<file path="src/rtl/cjtag_host_adapter.sv">
// Probe-side cJTAG master: converts a command stream into TCKC/TMSC escapes,
// the online-activation code and OScan1 3-slot bit transfers, returning TDO.
module cjtag_host_adapter #(
  parameter int unsigned CLK_DIV     = 2,
  parameter int unsigned SEL_TOGGLES = 6,
  parameter int unsigned RST_TOGGLES = 8,
  parameter logic [11:0] ACT_CODE    = 12'h00C
) (
  input  logic       clk_i,
  input  logic       ntrst_i,
  input  logic       cmd_valid_i,
  output logic       cmd_ready_o,
  input  logic [1:0] cmd_op_i,
  input  logic       cmd_tms_i,
  input  logic       cmd_tdi_i,
  output logic       rsp_valid_o,
  output logic       rsp_tdo_o,
  output logic       rsp_err_o,
  output logic       tckc_o,
  output logic       tmsc_o,
  output logic       tmsc_oen_o,
  input  logic       tmsc_i,
  output logic       online_o,
  output logic       busy_o
);

  localparam int unsigned DIV_W   = 8;
  localparam int unsigned TOG_MAX = (RST_TOGGLES > SEL_TOGGLES) ? RST_TOGGLES : SEL_TOGGLES;
  localparam int unsigned TOG_W   = $clog2(TOG_MAX + 1);
  localparam int unsigned IDX_W   = 4;
  localparam int unsigned ACT_LEN = 12;

  localparam logic [1:0] OP_ONLINE = 2'd0;
  localparam logic [1:0] OP_BIT    = 2'd1;
  localparam logic [1:0] OP_RESET  = 2'd2;
  localparam logic [1:0] OP_IDLE   = 2'd3;

  typedef enum logic [3:0] {
    IDLE      = 4'd0,
    BIT_S0    = 4'd1,
    BIT_S1    = 4'd2,
    BIT_S2    = 4'd3,
    ESC_RISE  = 4'd4,
    ESC_TOG   = 4'd5,
    ESC_FALL  = 4'd6,
    ACT_SHIFT = 4'd7,
    IDLE_CLK  = 4'd8,
    RSP       = 4'd9
  } state_t;

  state_t             state_q, state_d;
  logic [DIV_W-1:0]   div_q, div_d;
  logic               phase_q, phase_d;
  logic [TOG_W-1:0]   tog_q, tog_d;
  logic [IDX_W-1:0]   idx_q, idx_d;
  logic [1:0]         op_q, op_d;
  logic               tms_q, tms_d;
  logic               tckc_q, tckc_d;
  logic               tmsc_q, tmsc_d;
  logic               oen_q, oen_d;
  logic               online_q, online_d;
  logic               rsp_valid_q, rsp_valid_d;
  logic               rsp_tdo_q, rsp_tdo_d;
  logic               rsp_err_q, rsp_err_d;

  logic               accept;
  logic               tick;
  logic               period_end;
  logic               phased;
  logic               last_act;
  logic [TOG_W-1:0]   tog_target;

  assign accept     = cmd_valid_i && (state_q == IDLE);
  assign tick       = (div_q == DIV_W'(CLK_DIV - 1));
  assign period_end = tick && phase_q;
  assign phased     = (state_q == BIT_S0) || (state_q == BIT_S1) || (state_q == BIT_S2) ||
                      (state_q == ACT_SHIFT) || (state_q == IDLE_CLK);
  assign last_act   = (idx_q == IDX_W'(ACT_LEN - 1));
  assign tog_target = (op_q == OP_ONLINE) ? TOG_W'(SEL_TOGGLES) : TOG_W'(RST_TOGGLES);

  // State and datapath registers; reset aborts any operation silently.
  always_ff @(posedge clk_i or negedge ntrst_i) begin
    if (!ntrst_i) begin
      state_q     <= IDLE;
      div_q       <= '0;
      phase_q     <= 1'b0;
      tog_q       <= '0;
      idx_q       <= '0;
      op_q        <= OP_ONLINE;
      tms_q       <= 1'b0;
      tckc_q      <= 1'b0;
      tmsc_q      <= 1'b1;
      oen_q       <= 1'b0;
      online_q    <= 1'b0;
      rsp_valid_q <= 1'b0;
      rsp_tdo_q   <= 1'b0;
      rsp_err_q   <= 1'b0;
    end else begin
      state_q     <= state_d;
      div_q       <= div_d;
      phase_q     <= phase_d;
      tog_q       <= tog_d;
      idx_q       <= idx_d;
      op_q        <= op_d;
      tms_q       <= tms_d;
      tckc_q      <= tckc_d;
      tmsc_q      <= tmsc_d;
      oen_q       <= oen_d;
      online_q    <= online_d;
      rsp_valid_q <= rsp_valid_d;
      rsp_tdo_q   <= rsp_tdo_d;
      rsp_err_q   <= rsp_err_d;
    end
  end

  // Next-state logic.
  always_comb begin
    state_d = state_q;
    unique case (state_q)
      IDLE: begin
        if (accept) begin
          unique case (cmd_op_i)
            OP_BIT:   state_d = online_q ? BIT_S0 : RSP;
            OP_IDLE:  state_d = IDLE_CLK;
            default:  state_d = ESC_RISE;
          endcase
        end
      end
      BIT_S0:    if (period_end) state_d = BIT_S1;
      BIT_S1:    if (period_end) state_d = BIT_S2;
      BIT_S2:    if (period_end) state_d = RSP;
      ESC_RISE:  if (tick) state_d = ESC_TOG;
      ESC_TOG:   if (tick && (tog_q == tog_target)) state_d = ESC_FALL;
      ESC_FALL:  if (tick) state_d = (op_q == OP_ONLINE) ? ACT_SHIFT : RSP;
      ACT_SHIFT: if (period_end && last_act) state_d = RSP;
      IDLE_CLK:  if (period_end) state_d = RSP;
      RSP:       state_d = IDLE;
      default:   state_d = IDLE;
    endcase
  end

  // Output and datapath next values; TMSC moves only with a falling TCKC
  // except inside the escape, where toggling under TCKC high is the point.
  always_comb begin
    div_d       = (state_q == IDLE || state_q == RSP || tick) ? '0 : div_q + DIV_W'(1);
    phase_d     = phase_q;
    tog_d       = tog_q;
    idx_d       = idx_q;
    op_d        = op_q;
    tms_d       = tms_q;
    tckc_d      = tckc_q;
    tmsc_d      = tmsc_q;
    oen_d       = oen_q;
    online_d    = online_q;
    rsp_valid_d = 1'b0;
    rsp_tdo_d   = 1'b0;
    rsp_err_d   = 1'b0;

    if (phased && tick) begin
      phase_d = ~phase_q;
      tckc_d  = ~phase_q;
    end

    unique case (state_q)
      IDLE: begin
        phase_d = 1'b0;
        if (accept) begin
          op_d  = cmd_op_i;
          tms_d = cmd_tms_i;
          tog_d = '0;
          idx_d = '0;
          unique case (cmd_op_i)
            OP_BIT: begin
              if (online_q) begin
                tmsc_d = ~cmd_tdi_i;
              end else begin
                rsp_valid_d = 1'b1;
                rsp_err_d   = 1'b1;
              end
            end
            OP_IDLE: tmsc_d = 1'b1;
            default: tckc_d = 1'b1;
          endcase
        end
      end
      BIT_S0: if (period_end) tmsc_d = tms_q;
      BIT_S1: if (period_end) oen_d = 1'b1;
      BIT_S2: begin
        if (period_end) begin
          oen_d       = 1'b0;
          tmsc_d      = 1'b1;
          rsp_valid_d = 1'b1;
          rsp_tdo_d   = tmsc_i;
        end
      end
      ESC_RISE: begin
        if (tick) begin
          tmsc_d = ~tmsc_q;
          tog_d  = TOG_W'(1);
        end
      end
      ESC_TOG: begin
        if (tick && (tog_q != tog_target)) begin
          tmsc_d = ~tmsc_q;
          tog_d  = tog_q + TOG_W'(1);
        end
      end
      ESC_FALL: begin
        if (tick) begin
          tckc_d  = 1'b0;
          phase_d = 1'b0;
          if (op_q == OP_ONLINE) begin
            tmsc_d = ACT_CODE[0];
            idx_d  = '0;
          end else begin
            tmsc_d      = 1'b1;
            online_d    = 1'b0;
            rsp_valid_d = 1'b1;
          end
        end
      end
      ACT_SHIFT: begin
        if (period_end) begin
          if (last_act) begin
            tmsc_d      = 1'b1;
            online_d    = 1'b1;
            rsp_valid_d = 1'b1;
          end else begin
            idx_d  = idx_q + IDX_W'(1);
            tmsc_d = ACT_CODE[idx_q + IDX_W'(1)];
          end
        end
      end
      IDLE_CLK: if (period_end) rsp_valid_d = 1'b1;
      RSP: ;
      default: ;
    endcase
  end

  assign cmd_ready_o = (state_q == IDLE);
  assign busy_o      = (state_q != IDLE);
  assign rsp_valid_o = rsp_valid_q;
  assign rsp_tdo_o   = rsp_tdo_q;
  assign rsp_err_o   = rsp_err_q;
  assign tckc_o      = tckc_q;
  assign tmsc_o      = tmsc_q;
  assign tmsc_oen_o  = oen_q;
  assign online_o    = online_q;

endmodule

</file>
<file path="config.mk">
export PLATFORM = sky130hd
export DESIGN_NAME = cjtag_host_adapter
export DESIGN_NICKNAME = d
export VERILOG_FILES = /design/src/rtl/cjtag_host_adapter.sv
export SDC_FILE = /design/constraint.sdc
export NUM_CORES = 1
export LEC_CHECK = 0
export CAP_MARGIN = 25
export CORE_MARGIN = 2
export CORE_UTILIZATION = 60
export CTS_BUF_LIST = sky130_fd_sc_hd__clkbuf_8
export CTS_CLUSTER_DIAMETER = 80
export DETAILED_ROUTE_END_ITERATION = 6
export PLACE_DENSITY = 0.88
export SLEW_MARGIN = 20
export SYNTH_ARGS = -nofsm -noshare
export SYNTH_HDL_FRONTEND = slang
export SYNTH_SLANG_ARGS = --single-unit
</file>
<file path="constraint.sdc">
create_clock -name clk_i -period 2.5 [get_ports clk_i]
set_input_delay 0.375 -clock clk_i [delete_from_list [all_inputs] [get_ports clk_i]]
set_output_delay 0.375 -clock clk_i [all_outputs]
set_load 0.01 [all_outputs]
</file>
==> run metrics, run 1 <==
status completed; CTS H-tree depth 2; largest net degree at the start of global routing 32; Worst Path Max Fanout 22; setup bufs post-CTS 0; post-synthesis cell type count 65; sequential share of power 33.4%; Peak supply drop 0.533 mV; Comb pwr share 51.6%; number of global-route vias before repair 1,841; setup TNS 0 ns; Iter 0 DRT Violations 214; DRT Pass-1 Iters 5; Sw Share 44.7%; unrepaired setup endpoints after global routing no; first-pass GRT wire length 8.71 mm; Die Y 63.9 µm; measured slew at the worst slew-check pin 0.760 ns; vias post-DR 1,879; DRC viols 0; port bufs 16; most common cell after layout, fill and taps aside dfrtp_1; Syn Inst Count 235; non-filler cells in the finished layout 302; flop-to-flop setup slack 0.26 ns; Worst Skew 0.00357 ns; share of layout cells above drive strength 1 14.5%; post-CTS sizing 0; Post-layout nets 267; synthesized area 2160 µm²; Reg2Reg Depth 5; initial antenna violation count 0; die span in x 63.9 µm; Req. time, crit path 2.12 ns; CTS tree built; minimum clock period 2.35 ns; MaxCap Viol Count 0; LEAKAGE 1.02 nW; Starting Density 63.6%; fmax 0.426 GHz; Layout area overhead 14.1%; Worst-path clk slew 0.06 ns; number of synthesized register bits 31; final hold vios 0; Rows 21; worst reg2reg startpoint state_q[3]; Post-DRT Antenna Nets 0; most frequent cells in the layout dfrtp_1, nor2_1, nand2_1, clkdlybuf4s50_1, inv_1; Pwr Total 0.00286 W; # hold bufs at CTS 0; Pint 0.00158 W; final WL 4.96 mm; die area 4090 µm²; GR Overflow Total 0; Syn Nets 247; gr usage total 27.6%; Core Box Area 3390 µm²; Worst EP arrival 1.97 ns; Worst setup EP type primary output; hpwl dp 3.51 mm; io pins 17; Clk pwr share 15.0%; total CTS buffers 5; R2R Path End state_q[3]; number of diodes 0; # setup viols final 0; CP startpoint state_q[0]; Seq/Total Area, Yosys 36.0%; Root Buffer clkbuf_8; Psw 0.00128 W; RD Place Congestion 0.942; Worst setup SP type register; Yosys warning count 0; fin crit share 94.0%; post-DR vias/cell 6.22; Setup crit end cmd_ready_o; CTS Buffer Depth 2; worst skew pair latency 0.29 ns; Post-synth ARST share 100%; placed cells 294; hold_ws 0.481 ns; worst hold path type input pin to asynchronous set/reset pin; slew margin rel. 49.3%; WL/cell 16.4 µm; Setup CP Type register to primary output; Main synth FF type dfrtp_1; number of synthesized flops with an enable pin 0; fin. max-slew vios 0; PwrDens 1160 nW/µm²; clk sinks 31; post-synthesis area per instance 9.17 µm²
-- worst max-delay path, cell delays in order (launching register included) --
cell and delay [ns]:
dfrtp_1 0.65, nor4_4 0.44, clkdlybuf4s50_1 0.59
-- final cells by class --
class | count | area (µm²)
multi-input cells | 181 | 1260
repair buffers | 24 | 220
flip-flops and latches | 31 | 777
well taps | 46 | 57.6
fillers | 253 | 930
inverters | 12 | 45.0
clock buffers | 7 | 96.3
clock inverters | 1 | 3.75
-- sequential cells by signal, summed over array words and instances (netlist names), 2 cells and up --
register and flops:
div_q 8, idx_q 4, state_q 4, tog_q 4
op_q 2
-- through the flow --
| stage | area (µm²) | setup WS [ns] | util [%] |
|---|---|---|---|
| floorplan | 2160 | 0.621 | - |
| global placement | 2360 | 0.377 | 69.6 |
| detailed placement | 2360 | 0.327 | 69.6 |
| CTS | 2460 | 0.138 | 72.6 |
| global route | 2460 | 0.0516 | 72.6 |
| finish | 2460 | 0.151 | 72.6 |
-- worst min path at each step --
stage,slack (ns),cells after the start,start,end
after floorplan,0.08,0,ntrst_i,div_q[0]
after global placement,0.47,2,tmsc_o,tmsc_o
after detailed placement,0.49,2,tmsc_o,tmsc_o
after CTS,0.49,2,ntrst_i,tog_q[2]
after global routing,0.50,2,tmsc_o,tmsc_o
final,0.48,2,ntrst_i,tog_q[2]
-- layer usage --
layer	global-route usage [%]	routed length (µm)	up-vias	part of all wire (%)
li1	-	-	899	-
met1	35.2	2120	878	43
met2	45.1	2380	81	48
met3	6.34	328	21	6.6
met4	11.7	133	0	2.7
met5	0	0	-	0
-- cell usage after synthesis, types with 2 or more instances --
cell type  count  area share [%]
o21ai_1        3            0.70
o21bai_1       3             1.0
a2111oi_1      2            0.93
buf_2          2            0.46
xnor2_1        4             1.6
dfrtp_1       30              35
ha_1           4             2.3
nand2b_1       7             2.0
mux2i_1        3             1.4
nand4_1        4             1.2
o21ai_0       11             2.6
buf_4          2            0.70
maj3_1         2            0.93
nor2b_1        3            0.87
nor3_1         4            0.93
o221ai_1       4             1.6
inv_1         12             2.1
a211oi_1       4             1.4
a21oi_1       10             2.3
or3_1          3            0.87
buf_6          3             1.6
mux2_2         3             1.6
a31oi_1        2            0.58
nand2_1       16             2.8
xor2_1         6             2.4
o211ai_1       4             1.4
clkbuf_1       3            0.52
nand3_1       11             2.6
nor2_1        24             4.2
o31ai_1        4             1.4
o21a_1         3             1.0
a211o_1        3             1.2
mux2_1         3             1.6
or2_2          2            0.58
-- power by group through the flow --
stage                     Sequential (W)  Combinational (W)  Clock, W
after CTS                       0.000944            0.00146  0.000437
after global routing            0.000985            0.00163  0.000458
after detailed placement        0.000950            0.00145         0
after global placement          0.000949            0.00141         0
final                           0.000955            0.00148  0.000429
after floorplan                 0.000787            0.00122         0
-- cells by family after synthesis --
group | count (synthesis) | synth area share, %
AO/OA/AOI/OAI | 62 | 20.8
XOR/XNOR | 10 | 4.06
adder cells (fa/ha/maj) | 6 | 3.25
buffers and inverters | 23 | 5.51
flip-flops | 31 | 36.0
multiplexers | 9 | 4.53
AND/OR/NAND/NOR | 94 | 25.8
No activity file was read; power rests on OpenSTA's default activity.
==> run 2, diff against run 1 <==
--- a/config.mk
+++ b/config.mk
@@ -11,6 +11,7 @@
 export CTS_BUF_LIST = sky130_fd_sc_hd__clkbuf_8
 export CTS_CLUSTER_DIAMETER = 80
 export DETAILED_ROUTE_END_ITERATION = 6
+export MAX_ROUTING_LAYER = met4
 export PLACE_DENSITY = 0.88
 export SLEW_MARGIN = 20
 export SYNTH_ARGS = -nofsm -noshare
==> constraint.sdc (replaced) <==
create_clock -name clk_i -period 2.4 [get_ports clk_i]
set_input_delay 0.36 -clock clk_i [delete_from_list [all_inputs] [get_ports clk_i]]
set_output_delay 0.36 -clock clk_i [all_outputs]
set_load 0.01 [all_outputs]
==> run metrics, run 2 (same netlist as run 1, synthesis figures left out) <==
status completed; first-pass GRT wire length 9.17 mm; most frequent cells in the layout dfrtp_1, nor2_1, nand2_1, clkdlybuf4s50_1, buf_4; Setup CP Type register to primary output; DRC viols 0; largest reg by FF count div_q; max FFs per register 8; initial antenna violation count 0; Filler cells 241; largest net degree at the start of global routing 32; slew margin rel. 59.5%; Worst setup SP type register; Starting Density 63.6%; Reg2Reg Depth 5; port bufs 16; Layout area overhead 17.7%; worst skew pair latency 0.29 ns; most common cell after layout, fill and taps aside dfrtp_1; setup bufs post-CTS 0; number of global-route vias before repair 1,923; Post-DRT Antenna Nets 0; number of diodes 0; unrepaired setup endpoints after global routing no; RD Place Congestion 0.966; fin crit share 96.3%; Die Y 63.9 µm; CTS H-tree depth 2; R2R Path End state_q[2]; # hold bufs at CTS 0; Peak supply drop 0.636 mV; Post-layout nets 273; Worst EP arrival 1.95 ns; gr usage total 30.0%; measured slew at the worst slew-check pin 0.608 ns; fin. max-slew vios 0; clk sinks 31; flop-to-flop setup slack 0.23 ns; Worst-path clk slew 0.07 ns; Worst Path Max Fanout 17; hpwl dp 3.82 mm; CTS Buffer Depth 2; post-DR vias/cell 6.23; DRT Pass-1 Iters 4; final hold vios 0; Iter 0 DRT Violations 184; MaxCap Viol Count 0; WL/cell 17.2 µm; Root Buffer clkbuf_8; fmax 0.433 GHz; io pins 17; vias post-DR 1,918; FF/Latch Area 777 µm²; die area 4090 µm²; total CTS buffers 5; minimum clock period 2.31 ns; setup TNS 0 ns; die span in x 63.9 µm; worst reg2reg startpoint state_q[3]; Core Box Area 3390 µm²; Worst setup EP type primary output; PwrDens 1270 nW/µm²; final WL 5.30 mm; worst hold path type input pin to asynchronous set/reset pin; Req. time, crit path 2.04 ns; Pwr Total 0.00323 W; share of layout cells above drive strength 1 16.4%; LEAKAGE 1.07 nW; footprint of the multi-input gates 1260 µm²; post-CTS sizing 0; Worst Skew 0.00622 ns; GR Overflow Total 0; CTS tree built; Rows 21; # setup viols final 0
==> run 2: changes by cell type in the layout (fill, tap and decap cells not counted) <==
cell,previous run,this run
clkbuf_8,7,5
buf_4,8,14
bufinv_16,0,2
==> run 2: power by group <==
| group | internal [W] | switching [W] | total [W] |
|---|---|---|---|
| clock | 0.000411 | 0.000206 | 0.000616 |
| combinational | 0.000762 | 0.000893 | 0.00165 |
| sequential | 0.000675 | 0.000279 | 0.000954 |
==> run 2: layer usage <==
metal | vias to the layer above | part of all wire, % | track usage (%) | wire length (µm)
met2 | 66 | 50 | 46.7 | 2640
met4 | 0 | 2.7 | 12.2 | 142
met5 | - | 0 | - | 0
met3 | 18 | 5.1 | 6.69 | 272
li1 | 908 | - | - | -
met1 | 926 | 42 | 38.0 | 2240
==> run 2: worst max-delay path, stage by stage (launching register included) <==
cell and delay (ns):
dfrtp_1 0.60, buf_4 0.27, nor4_4 0.20, clkdlybuf4s50_1 0.59
==> run 2: how the worst max path moves through the flow <==
stage                start          end  slack [ns]  depth (start not counted)
6_report        state_q[2]  cmd_ready_o        0.09                          3
5_1_grt         state_q[2]  cmd_ready_o        0.01                          3
4_1_cts         state_q[2]  cmd_ready_o        0.11                          3
3_5_place_dp   cmd_valid_i     tog_q[3]        0.29                          6
3_3_place_gp   cmd_valid_i     tog_q[3]        0.26                          6
2_1_floorplan     div_q[1]   state_q[0]        0.52                          7
==> run 2: layout make-up <==
cell class	instances	area share, %
clock buffer	5	2.71
inverter	12	1.78
tap	46	2.27
timing repair buffer	30	10.5
multi-input combinational	181	49.7
sequential	31	30.6
clock inverter	3	2.51
==> run 2: per-stage QoR <==
step | utilization [%] | cell area [µm²] | cells | setup slack (ns) | hold WS [ns]
2_1_floorplan | - | 2160 | 235 | 0.521 | 0.0644
5_1_grt | 74.9 | 2540 | 308 | 0.0107 | 0.526
3_5_place_dp | 70.9 | 2400 | 300 | 0.285 | 0.517
6_report | 74.9 | 2540 | 308 | 0.0883 | 0.462
3_3_place_gp | 70.9 | 2400 | 300 | 0.256 | 0.466
4_1_cts | 74.9 | 2540 | 308 | 0.110 | 0.489
